<file path="src/rtl/cavlc_bitstream_shifter.sv">
// CAVLC bitstream front end: left-aligned 64-bit bit buffer with 16-bit look-ahead window.
// Window/Ready follow registers (1 cycle after load/shift); InReady drops when the post-shift fill leaves no room for a word.
module cavlc_bitstream_shifter #(
  parameter int IN_W      = 32,
  parameter int WIN_W     = 16,
  parameter int BUF_W     = 64,
  parameter int MAX_SHIFT = 16
) (
  input  logic              Clk,
  input  logic              Reset,
  input  logic              BarrelShiftEn,
  input  logic              Flush,
  input  logic              InValid,
  input  logic [IN_W-1:0]   InData,
  output logic              InReady,
  input  logic              ShiftEn,
  input  logic [4:0]        NumShift,
  output logic [WIN_W-1:0]  Window,
  output logic              BarrelShifterReady,
  output logic [6:0]        BitCount,
  output logic              ShiftErr,
  output logic [15:0]       WordsIn
);

  localparam logic [6:0] LoadLimit = 7'(BUF_W - IN_W);
  localparam logic [6:0] WordBits  = 7'(IN_W);
  localparam logic [6:0] WinBits   = 7'(WIN_W);
  localparam logic [4:0] MaxShift  = 5'(MAX_SHIFT);

  logic [BUF_W-1:0] bitBuf;
  logic [6:0]       bitCount;
  logic             shiftErr;
  logic [15:0]      wordsIn;

  logic             shiftReq;
  logic             shiftLegal;
  logic             shiftOk;
  logic [4:0]       shiftAmt;
  logic [6:0]       rem;
  logic             loadOk;
  logic [BUF_W-1:0] shiftedBuf;
  logic [BUF_W-1:0] appendWord;

  always_comb begin
    shiftReq   = ShiftEn & BarrelShiftEn;
    shiftLegal = (NumShift <= MaxShift) && ({2'b00, NumShift} <= bitCount);
    shiftOk    = shiftReq & shiftLegal;
    shiftAmt   = shiftOk ? NumShift : 5'd0;
    rem        = bitCount - {2'b00, shiftAmt};
    InReady    = BarrelShiftEn & ~Flush & ~Reset & (rem <= LoadLimit);
    loadOk     = InValid & InReady;
    shiftedBuf = bitBuf << shiftAmt;
    // Placing the word at the top and shifting right by rem appends it just after the last valid bit.
    appendWord = {InData, {(BUF_W-IN_W){1'b0}}} >> rem;
  end

  always_ff @(posedge Clk) begin
    if (Reset || Flush) begin
      bitBuf   <= '0;
      bitCount <= '0;
      shiftErr <= 1'b0;
      wordsIn  <= '0;
    end else if (BarrelShiftEn) begin
      bitBuf   <= loadOk ? (shiftedBuf | appendWord) : shiftedBuf;
      bitCount <= rem + (loadOk ? WordBits : 7'd0);
      if (shiftReq && !shiftLegal)
        shiftErr <= 1'b1;
      if (loadOk)
        wordsIn <= wordsIn + 16'd1;
    end
  end

  assign Window             = bitBuf[BUF_W-1 -: WIN_W];
  assign BarrelShifterReady = (bitCount >= WinBits);
  assign BitCount           = bitCount;
  assign ShiftErr           = shiftErr;
  assign WordsIn            = wordsIn;

endmodule

</file>
<file path="config.mk">
export PLATFORM = sky130hd
export DESIGN_NAME = cavlc_bitstream_shifter
export DESIGN_NICKNAME = d
export VERILOG_FILES = /design/src/rtl/cavlc_bitstream_shifter.sv
export SDC_FILE = /design/constraint.sdc
export NUM_CORES = 1
export LEC_CHECK = 0
export CORE_MARGIN = 8
export CORE_UTILIZATION = 40
export CTS_BUF_LIST = sky130_fd_sc_hd__clkbuf_8
export DETAILED_ROUTE_END_ITERATION = 6
export PLACE_DENSITY = 0.58
export SETUP_SLACK_MARGIN = 0.02
export SYNTH_ARGS = -nofsm -noshare
export SYNTH_HDL_FRONTEND = slang
export SYNTH_SLANG_ARGS = --single-unit
</file>
<file path="constraint.sdc">
create_clock -name Clk -period 6.8 [get_ports Clk]
set_input_delay 1.36 -clock Clk [delete_from_list [all_inputs] [get_ports Clk]]
set_output_delay 1.36 -clock Clk [all_outputs]
set_load 0.01 [all_outputs]
</file>
==> results.md <==
- The synthesis-to-finish area growth is 12.20%.
- Dividing total power by cell area gives a power density of 144.1 nW/um2.
- The die is 180.9 um wide.
- Setup repair after global routing left no endpoint under its margin.
- In this run the static leakage power is 4.487 nW.
- The via count of the first global-routing pass came to 12.56k.
- The number of setup buffers added after CTS is 0.
- The post-synthesis async set-or-reset flop share is 0%.
- The clock-pin slew of the registers on the worst-case setup and hold paths is 0.12 ns.
- The initial antenna violation count is 2.
- The final HPWL from detailed placement is 40,830 um.
- The type of the worst min-delay path is reg2reg.
- Of all nets on the critical path, the largest fanout is 6.
- The number of maximum-capacitance violations is 0.
- Clock tree synthesis selected as its root buffer the cell clkbuf_8.
- For this design, the sink count on the clock tree is 88.
- The number of nets still failing antenna checks after routing is 0.
- Pin placement for this block handled 85 I/O pins.
- The required time reported for the critical path endpoint is 5.44 ns.
- The remaining routing DRC violations is 0.
- The via count is 13.29k.
- The via density per instance is 7.162.
- The final count of negative-setup-slack endpoints is 0.
- The signal arrival time at the worst endpoint is 4.87 ns.
- The total of flip-flops plus latches after synthesis is 88.
- The count of filler cells inserted in the layout is 2,786.
- Hold is met by 0.5063 ns.
- Row generation in the floorplan step produced 60 rows.
- No sink is reached through more buffers than the 2 on the longest clock path.
- The total negative slack is 0 ns.
- At the end of routability-driven placement, the weighted congestion stood at 1.048.
- The finished layout holds 1,855 standard cells, fillers aside.
- STA classifies the critical path startpoint as a primary input.
- For this run, the leading register cell type out of synthesis is dfxtp_1.
- The number of enable-type register cells in the synthesized netlist is 0.
- In this run the vertical extent of the chip is 180.9 um.
- STA classifies the critical path endpoint as a primary output.
- Counting instances, the worst hold path has a depth of 2.
- The netlist uses 91 different library cells.
- Measured in cells, the most critical reg-to-reg path has a length of 18.
- Timing analysis after detailed placement gives a worst setup slack of 0.1743 ns.
- The worst supply voltage drop on vdd is 91.15 uV.
- The mean area per synthesized cell is 7.288 um2.
- The first detailed-routing pass ran for 7 iterations.
- The share of final-layout standard cells stronger than drive strength 1 is 13.08%.
- The number of diodes is 0.
- The max-slew violation count is 0.
- In the final routed layout, each cell accounts on average for 29.74 um.
- In this run the standard cell core region covers 26,800 um2.
- The wire length of the first global-routing pass is 81,860 um.
- The total number of yosys warnings is 0.
- The proportion of synthesized chip area in sequential cells is 16.19%.
- TritonCTS built the clock tree.
- The cell count after synthesis came out at 1,493.
- The synthesized net count is 1,549.
- At the end of the flow, the number of nets in the layout was 1,565.
- The total CTS buffers is 9.
- The run finished with clean final reports.
- The total overflow left after global routing is 0.
- The number of buffer cells added on primary ports is 84.
- The final critical-path share of the clock period is 91.55%.
- For the pin with the worst max-slew slack, the measured transition is 1.174 ns.
- The smallest clock period supported by the final layout is computed as 6.225 ns.
- In the post-route analysis, the smallest setup slack over all paths is 0.5745 ns.
- For this configuration, the core starts out at a cell density of 40.60%.
- Entering global routing, the biggest net connects 64 pins.
- For this block, the initial DRC count from the detailed router was 2,050.
- CTS built an H-tree with a depth of 3.
- The clock insertion delay at the later pin of the skew report is 0.42 ns.
- The worst setup path is of the in2out kind.
- The overall routed net length is 55,160 um.
- The die footprint is 32,740 um2.
- The count of final hold-check violations is 0.
- The overall track demand over capacity in global routing is 32.27%.
- The remaining max-slew budget at the tightest pin is 21.57%.
- Clock skew on the completed layout was measured at 0.03919 ns.
- In this run the cell area of the synthesized design comes to 10,880 um2.
- Based on the critical path, the design can be clocked at up to 160.6 MHz.
- The placed cell count is 1,839.
## path summary, 6_finish.rpt
path,startpoint,to,slack (ns)
setup / recovery,NumShift[4],InReady,0.57
setup reg to reg,BitCount[3],bitBuf[22],1.62
hold / removal,WordsIn[10],WordsIn[10],0.51
hold reg to reg,WordsIn[10],WordsIn[10],0.51
## placed cells by master (no fill, tap or decap), types with 11 or more instances in the layout
cell / netlist / routed
a2bb2oi_1: 19 / 19
inv_1: 24 / 24
and2_1: 15 / 15
mux2i_1: 78 / 78
a221oi_1: 16 / 16
o21ai_0: 126 / 126
nor2_1: 162 / 159
o22a_1: 12 / 12
nor3_1: 38 / 38
o211ai_1: 30 / 30
mux4_2: 29 / 29
a31oi_1: 33 / 33
o22ai_1: 45 / 45
a211oi_1: 33 / 33
buf_4: 23 / 71
nand2b_1: 11 / 11
o221a_2: 12 / 12
ha_1: 12 / 11
mux2_2: 26 / 26
nand2_1: 131 / 131
nand3_1: 40 / 40
a211o_1: 11 / 11
a22oi_1: 24 / 24
clkdlybuf4s50_1: 0 / 79
dfxtp_1: 88 / 88
or3_1: 22 / 22
a21o_1: 11 / 11
a21oi_1: 120 / 120
## critical path, stage by stage
cell and delay, ns:
clkdlybuf4s50_1 0.44, ha_1 0.32, nand3_1 0.11, o21bai_2 0.26, a211oi_4 0.50, buf_4 0.22, nor2_4 0.04, inv_2 0.06
ha_1 0.27, inv_1 0.14, a2111o_1 0.38, o311ai_2 0.11, inv_2 0.07, o21a_1 0.12, nor3_1 0.25, dlymetal6s2s_1 0.21
## Yosys cell counts (33+ instances only)
master | count | area (um2)
nand3_1 | 40 | 200.2
clkbuf_1 | 66 | 247.7
nor2_1 | 162 | 608.1
dfxtp_1 | 88 | 1762
a21oi_1 | 120 | 600.6
nor3_1 | 38 | 190.2
mux2i_1 | 78 | 780.8
nand2_1 | 131 | 491.7
buf_2 | 50 | 250.2
o22ai_1 | 45 | 281.5
a31oi_1 | 33 | 206.5
a211oi_1 | 33 | 247.7
o21ai_0 | 126 | 630.6
## kinds of logic after synthesis
logic type | count (synthesis) | share of synthesized area [%]
fa+ha+maj | 13 | 1.564
simple gates | 466 | 19.80
compound gates | 600 | 37.63
flops | 88 | 16.19
xor+xnor | 14 | 1.196
buf+inv | 179 | 7.750
mux | 133 | 15.87
## sequential cells by signal, indices dropped and copies added (netlist names)
register and flops:
BitCount 7, ShiftErr 1, WordsIn 16, bitBuf 64
## timing repair
action,in CTS,in global routing
gates resized for setup,0,2
endpoints found under the hold margin,0,0
hold buffers,0,0
setup endpoints to repair,0,1
## routing by layer
| layer | wire length, um | vias to the layer above | GRT usage, % |
|---|---|---|---|
| met3 | 6372 | 181 | 8.164 |
| met4 | 3162 | 4 | 17.15 |
| met1 | 22610 | 6326 | 42.63 |
| met5 | 26 | - | 0 |
| li1 | - | 5772 | - |
| met2 | 22990 | 1002 | 47.58 |
## area by class of cell
class	instances	area, um2	area share, %
Multi-Input combinational cell	1226	8361	68.48
Sequential cell	88	1762	14.43
Clock buffer	9	123.9	1.015
Inverter	29	108.9	0.8916
Clock inverter	7	71.32	0.5841
Timing Repair Buffer	155	1356	11.11
Tap cell	341	426.7	3.495
## through the flow
stage / utilization (%) / total power [mW] / area [um2]
floorplan: - / 1.051 / 10880
global placement: 44.81 / 1.340 / 12010
detailed placement: 44.81 / 1.335 / 12010
CTS: 45.54 / 1.733 / 12200
global route: 45.56 / 1.819 / 12210
finish: 45.56 / 1.760 / 12210
## report_power, final
part | switching (mW) | total, mW | internal (mW) | leakage (nW)
Clock | 0.259 | 0.402 | 0.144 | 0.0926
Combinational | 0.510 | 0.791 | 0.281 | 3.68
Sequential | 0.0355 | 0.567 | 0.531 | 0.715
Total | 0.804 | 1.76 | 0.956 | 4.49
Power figures use the tool's default switching activity.
